--- config.mk ---
export PLATFORM = sky130hd
export DESIGN_NAME = instruction_fetch
export DESIGN_NICKNAME = d
export VERILOG_FILES = /design/src/rtl/instruction_fetch.sv
export SDC_FILE = /design/constraint.sdc
export NUM_CORES = 1
export LEC_CHECK = 0
export ABC_AREA = 1
export ABC_CLOCK_PERIOD_IN_PS = 1700
export CAP_MARGIN = 20
export CORE_UTILIZATION = 63
export CTS_CLUSTER_SIZE = 10
export DETAILED_ROUTE_END_ITERATION = 10
export DONT_BUFFER_PORTS = 1
export GPL_TIMING_DRIVEN = 1
export PLACE_DENSITY = 0.83
export RECOVER_POWER = 100
export SETUP_SLACK_MARGIN = 0.05
export SLEW_MARGIN = 10
export SYNTH_ARGS = -nofsm -noshare
export SYNTH_HDL_FRONTEND = slang
export SYNTH_SLANG_ARGS = --single-unit
export TNS_END_PERCENT = 30
--- constraint.sdc ---
create_clock -name clk -period 1.7 [get_ports clk]
set_input_delay 0.51 -clock clk [delete_from_list [all_inputs] [get_ports clk]]
set_output_delay 0.51 -clock clk [all_outputs]
set_load 0.03 [all_outputs]
--- src/rtl/instruction_fetch.sv ---
// Instruction fetch stage: owns the PC, issues one 32-bit fetch at a time to
// instruction memory and holds the fetched word in an output slot for the decoder.
// Redirects flush the slot and discard stale responses that are in flight.
// Optional feature macro: FETCH_ALIGN_CHECK_EN (misaligned redirect raises a
// sticky fault entry instead of fetching).
module instruction_fetch #(
  parameter logic [31:0] RESET_PC = 32'h0000_0000
) (
  input  logic        clk,
  input  logic        rst_n,
  output logic        imem_req_valid,
  input  logic        imem_req_ready,
  output logic [31:0] imem_req_addr,
  input  logic        imem_resp_valid,
  input  logic [31:0] imem_resp_data,
  input  logic        redirect_valid,
  input  logic [31:0] redirect_pc,
  output logic        inst_valid,
  input  logic        inst_ready,
  output logic [31:0] inst_out,
  output logic [31:0] inst_pc,
  output logic        inst_fault
);

  typedef enum logic [1:0] {StReq, StWait, StDrain, StHalt} state_t;

  state_t      state_q, state_d;
  logic [31:0] pc_q, pc_d;
  logic        inst_valid_q, inst_valid_d;
  logic [31:0] inst_out_q, inst_out_d;
  logic [31:0] inst_pc_q, inst_pc_d;
  logic        req_en_q;
  logic        slot_free;
  logic        req_fire;
  logic [31:0] redirect_target;

`ifdef FETCH_ALIGN_CHECK_EN
  logic fault_q, fault_d;
  // Tracks an accepted request whose response has not yet returned, so leaving
  // HALT can still drain a response that was in flight when the fault hit.
  logic outstanding_q, outstanding_d;
  logic redirect_misaligned;

  assign redirect_misaligned = |redirect_pc[1:0];
  assign redirect_target     = redirect_pc;
  assign inst_fault          = fault_q;
`else
  // Low address bits are dropped so fetches are always word aligned.
  assign redirect_target = redirect_pc & ~32'h0000_0003;
  assign inst_fault      = 1'b0;
`endif

  // req_en_q keeps the request low until the first edge after reset release.
  assign slot_free      = !inst_valid_q || inst_ready;
  assign imem_req_valid = req_en_q && (state_q == StReq) && slot_free;
  assign imem_req_addr  = pc_q;
  assign req_fire       = imem_req_valid && imem_req_ready;

  assign inst_valid = inst_valid_q;
  assign inst_out   = inst_out_q;
  assign inst_pc    = inst_pc_q;

  // Next-state: redirect first, then normal fetch sequencing.
  always_comb begin
    state_d      = state_q;
    pc_d         = pc_q;
    inst_valid_d = inst_valid_q;
    inst_out_d   = inst_out_q;
    inst_pc_d    = inst_pc_q;
`ifdef FETCH_ALIGN_CHECK_EN
    fault_d       = fault_q;
    outstanding_d = outstanding_q;
    if (imem_resp_valid) outstanding_d = 1'b0;
    if (req_fire)        outstanding_d = 1'b1;
`endif

    // Transfer empties the slot; a fault entry in HALT is sticky.
    if (inst_valid_q && inst_ready && (state_q != StHalt)) inst_valid_d = 1'b0;

    if (redirect_valid) begin
      pc_d         = redirect_target;
      inst_valid_d = 1'b0;
      case (state_q)
        StReq:   state_d = req_fire ? StDrain : StReq;
        StWait:  state_d = imem_resp_valid ? StReq : StDrain;
        StDrain: state_d = imem_resp_valid ? StReq : StDrain;
        default: begin
`ifdef FETCH_ALIGN_CHECK_EN
          state_d = (outstanding_q && !imem_resp_valid) ? StDrain : StReq;
`else
          state_d = StReq;
`endif
        end
      endcase
`ifdef FETCH_ALIGN_CHECK_EN
      fault_d = 1'b0;
      if (redirect_misaligned) begin
        state_d      = StHalt;
        inst_valid_d = 1'b1;
        fault_d      = 1'b1;
        inst_out_d   = 32'h0;
        inst_pc_d    = redirect_pc;
      end
`endif
    end else begin
      case (state_q)
        StReq: begin
          if (req_fire) state_d = StWait;
        end
        StWait: begin
          if (imem_resp_valid) begin
            inst_out_d   = imem_resp_data;
            inst_pc_d    = pc_q;
            inst_valid_d = 1'b1;
            pc_d         = pc_q + 32'd4;
            state_d      = StReq;
`ifdef FETCH_ALIGN_CHECK_EN
            fault_d      = 1'b0;
`endif
          end
        end
        StDrain: begin
          if (imem_resp_valid) state_d = StReq;
        end
        default: state_d = state_q;
      endcase
    end
  end

  // State and output-slot registers.
  always_ff @(posedge clk or negedge rst_n) begin
    if (!rst_n) begin
      state_q      <= StReq;
      pc_q         <= RESET_PC;
      inst_valid_q <= 1'b0;
      inst_out_q   <= 32'h0;
      inst_pc_q    <= 32'h0;
      req_en_q     <= 1'b0;
`ifdef FETCH_ALIGN_CHECK_EN
      fault_q       <= 1'b0;
      outstanding_q <= 1'b0;
`endif
    end else begin
      state_q      <= state_d;
      pc_q         <= pc_d;
      inst_valid_q <= inst_valid_d;
      inst_out_q   <= inst_out_d;
      inst_pc_q    <= inst_pc_d;
      req_en_q     <= 1'b1;
`ifdef FETCH_ALIGN_CHECK_EN
      fault_q       <= fault_d;
      outstanding_q <= outstanding_d;
`endif
    end
  end

endmodule

==> metrics.txt <==
Clock Sinks 96; Pre-antenna DRT Iters 5; Root Buffer clkbuf_8; crit path max fanout 2; status finished with violations; worst reg2reg startpoint state_q[0]$_DFFE_PN0P_; H-tree depth 3; HP Class in2async; WP buf/inv 1; initial antenna violation count 0; gr ovfl total 0; DRC errors left 0; most frequent cell after synthesis nand2_1; total vias in the final route ~4,200; top_reg_cell synth dfrtp_1; period utilization 102%; RR Endpoint imem_req_addr[13]$_DFFE_PN0N_; #FFs+latches synth 96; post-layout min period 1.73 ns; cells after synthesis 602; ranking of synthesized cells by area dfrtp_1 (51%), nand2_1 (18%), nor2_1 (4.4%); starting density of the core 65.4%; violated checks negative hold slack, negative setup slack; RSZ-0062 raised after global routing yes; reg-to-reg slack, setup 0.02 ns; Ys Warns 0; CTS Buf Count 9; Max Slew Vio Count 0; synthesized area per cell 7.88 µm²; distinct cell type count after synthesis 36; Fin. Hold Viols 96; leakage power 2.75 nW; worst-path cell chain inv_2 -> ha_4 -> and3_4; vias per cell 5.61; first-pass GRT wire length 18,600 µm; ys async rst share 100%; Layout Area Growth over Synthesis 14.6%; vias in the first global route 3,969; wire per inst 16.5 µm; DP Worst Slack 0.0622 ns; Required @ worst endpoint 1.19 ns; max frequency 579 MHz; CP Capture Type primary output; CP top delay family flip-flops; Critical Path Max Stage Delay 0.41 ns; pin count of the biggest net entering global routing 97; core area roughly 0.0073 mm²; Worst R2R Path Depth 9; critical path's slowest cell dfrtp_1; worst hold slack -0.182 ns; EDFF count, synth 0; initial detailed-routing violation count 299; Routed WL 12,400 µm; startpoint types flop; die area ~0.008 mm²; Seq/Total Area, Yosys 50.6%; layout cells sized above 1 15.1%; Max Cap Viol 0; clock insertion delay at the later pin of the skew report 0.38 ns; PD cells 1570 mW/mm²; detailed placement HPWL 8510 µm; worst setup margin -0.0279 ns; Die W 88.8 µm; CTS clk-pin slew, worst paths 0.10 ns; WS Path Type reg2out; Tot GR Track Use 31.5%; RD Place Congestion 0.950; worst clock skew roughly 0.0095 ns; Final ANT Viol Nets 0; dpl cell area 0.00510 mm²; n_diodes 0; std cell rows 31; Die Height 88.8 µm; arrival time at the worst endpoint about 1.2 ns; leading area contributor after synthesis dfrtp_1; CTS tree yes; I/O Buffers 0; share of the synthesized area in the top cell type 50.6%; NumNets Final slightly above 700; fillers 547; I/O pins 169; setup violators final 1; Mapped Area 0.00474 mm²; design area 0.00544 mm²; clock buffer depth 2; Commonest cells post-synth nand2_1 (229), dfrtp_1 (96), nor2_1 (55); Max VDD drop 0.000993 V; Core Util, Final 75.0%
cells in the final DEF (no fill, tap or decap), types with 4 or more instances in the layout:
| master | netlist | routed |
|---|---|---|
| conb_1 | 2 | 6 |
| nand4_1 | 14 | 14 |
| buf_4 | 7 | 20 |
| o21ai_0 | 40 | 36 |
| clkbuf_2 | 0 | 26 |
| nand2_1 | 229 | 228 |
| dfrtp_1 | 96 | 95 |
| nor2_4 | 6 | 6 |
| o21ai_1 | 1 | 4 |
| nand3_1 | 33 | 33 |
| nor2_1 | 55 | 53 |
| nand3b_1 | 6 | 6 |
| xor2_1 | 4 | 4 |
| o211ai_1 | 4 | 4 |
| inv_1 | 48 | 44 |
| nor3_1 | 4 | 4 |
| clkbuf_8 | 0 | 9 |
| a21oi_1 | 5 | 5 |
sequential cells by signal (all words and copies together) (netlist names):
register	cells
state_q	2
req_en_q	1
inst_pc	30
imem_req_addr	30
inst_out	32
inst_valid	1
layout make-up:
class,instances,area (µm²),area share (%)
Multi-Input combinational cell,433,2090,38.3
Sequential cell,96,2400,44.2
Timing Repair Buffer,55,398,7.32
Clock inverter,7,109,2.00
Inverter,49,195,3.59
Clock buffer,9,124,2.28
Tap cell,99,124,2.28
timing repair:
action / in CTS / in global routing
endpoints found under the hold margin: 96 / 96
resized for setup: 9 / 22
buffers inserted: 3 / 6
pin swaps: 2 / 6
endpoints found under the setup margin: 3 / 42
cloned: 0 / 2
power breakdown:
part           total (W)  switching [W]  internal [W]  leakage, nW
Clock            0.00174       0.000881      0.000862        0.118
Combinational    0.00170        0.00106      0.000642         1.43
Sequential       0.00508        0.00202       0.00306         1.20
worst max-delay path by stage:
stage / startpoint / endpoint / cells after the start
after floorplan: imem_req_addr[2]$_DFFE_PN0N_ / imem_req_addr[30]$_DFFE_PN0N_ / 8
after global placement: redirect_valid / imem_req_addr[20]$_DFFE_PN0N_ / 6
after detailed placement: state_q[1]$_DFFE_PN0P_ / imem_req_addr[20]$_DFFE_PN0N_ / 9
after CTS: state_q[1]$_DFFE_PN0P_ / imem_req_valid / 3
after global routing: state_q[0]$_DFFE_PN0P_ / imem_req_valid / 3
final: state_q[1]$_DFFE_PN0P_ / imem_req_valid / 3
worst register-to-register path, cell delays in order (launching register included):
cell     delay [ns]
dfrtp_1        0.41
buf_4          0.15
ha_1           0.19
nand2_1        0.16
inv_4          0.08
nand2_8        0.10
inv_6          0.06
buf_12         0.15
a31oi_4        0.18
o31ai_1        0.09
metal layers:
metal	part of all wire, %	vias up	track usage, %
met5	0	-	0
met4	1.7	0	13.0
met3	8.5	21	8.21
met2	50	188	51.6
met1	40	2004	39.9
li1	-	1986	-
cells by family after synthesis:
family	Yosys count	share of synthesized area, %
flops	96	50.6
fa+ha+maj	4	1.05
xor+xnor	8	1.64
buf+inv	77	7.20
other cells	2	0.158
simple gates	357	32.6
compound gates	58	6.75
through the flow:
step,cells,TNS (ns),total power [W]
3_5_place_dp,721,0,0.00674
3_3_place_gp,721,0,0.00661
5_1_grt,748,-0.618,0.00897
2_1_floorplan,606,0,0.00617
6_report,748,-0.0279,0.00852
4_1_cts,740,-0.0355,0.00853
Power figures use the tool's default switching activity.
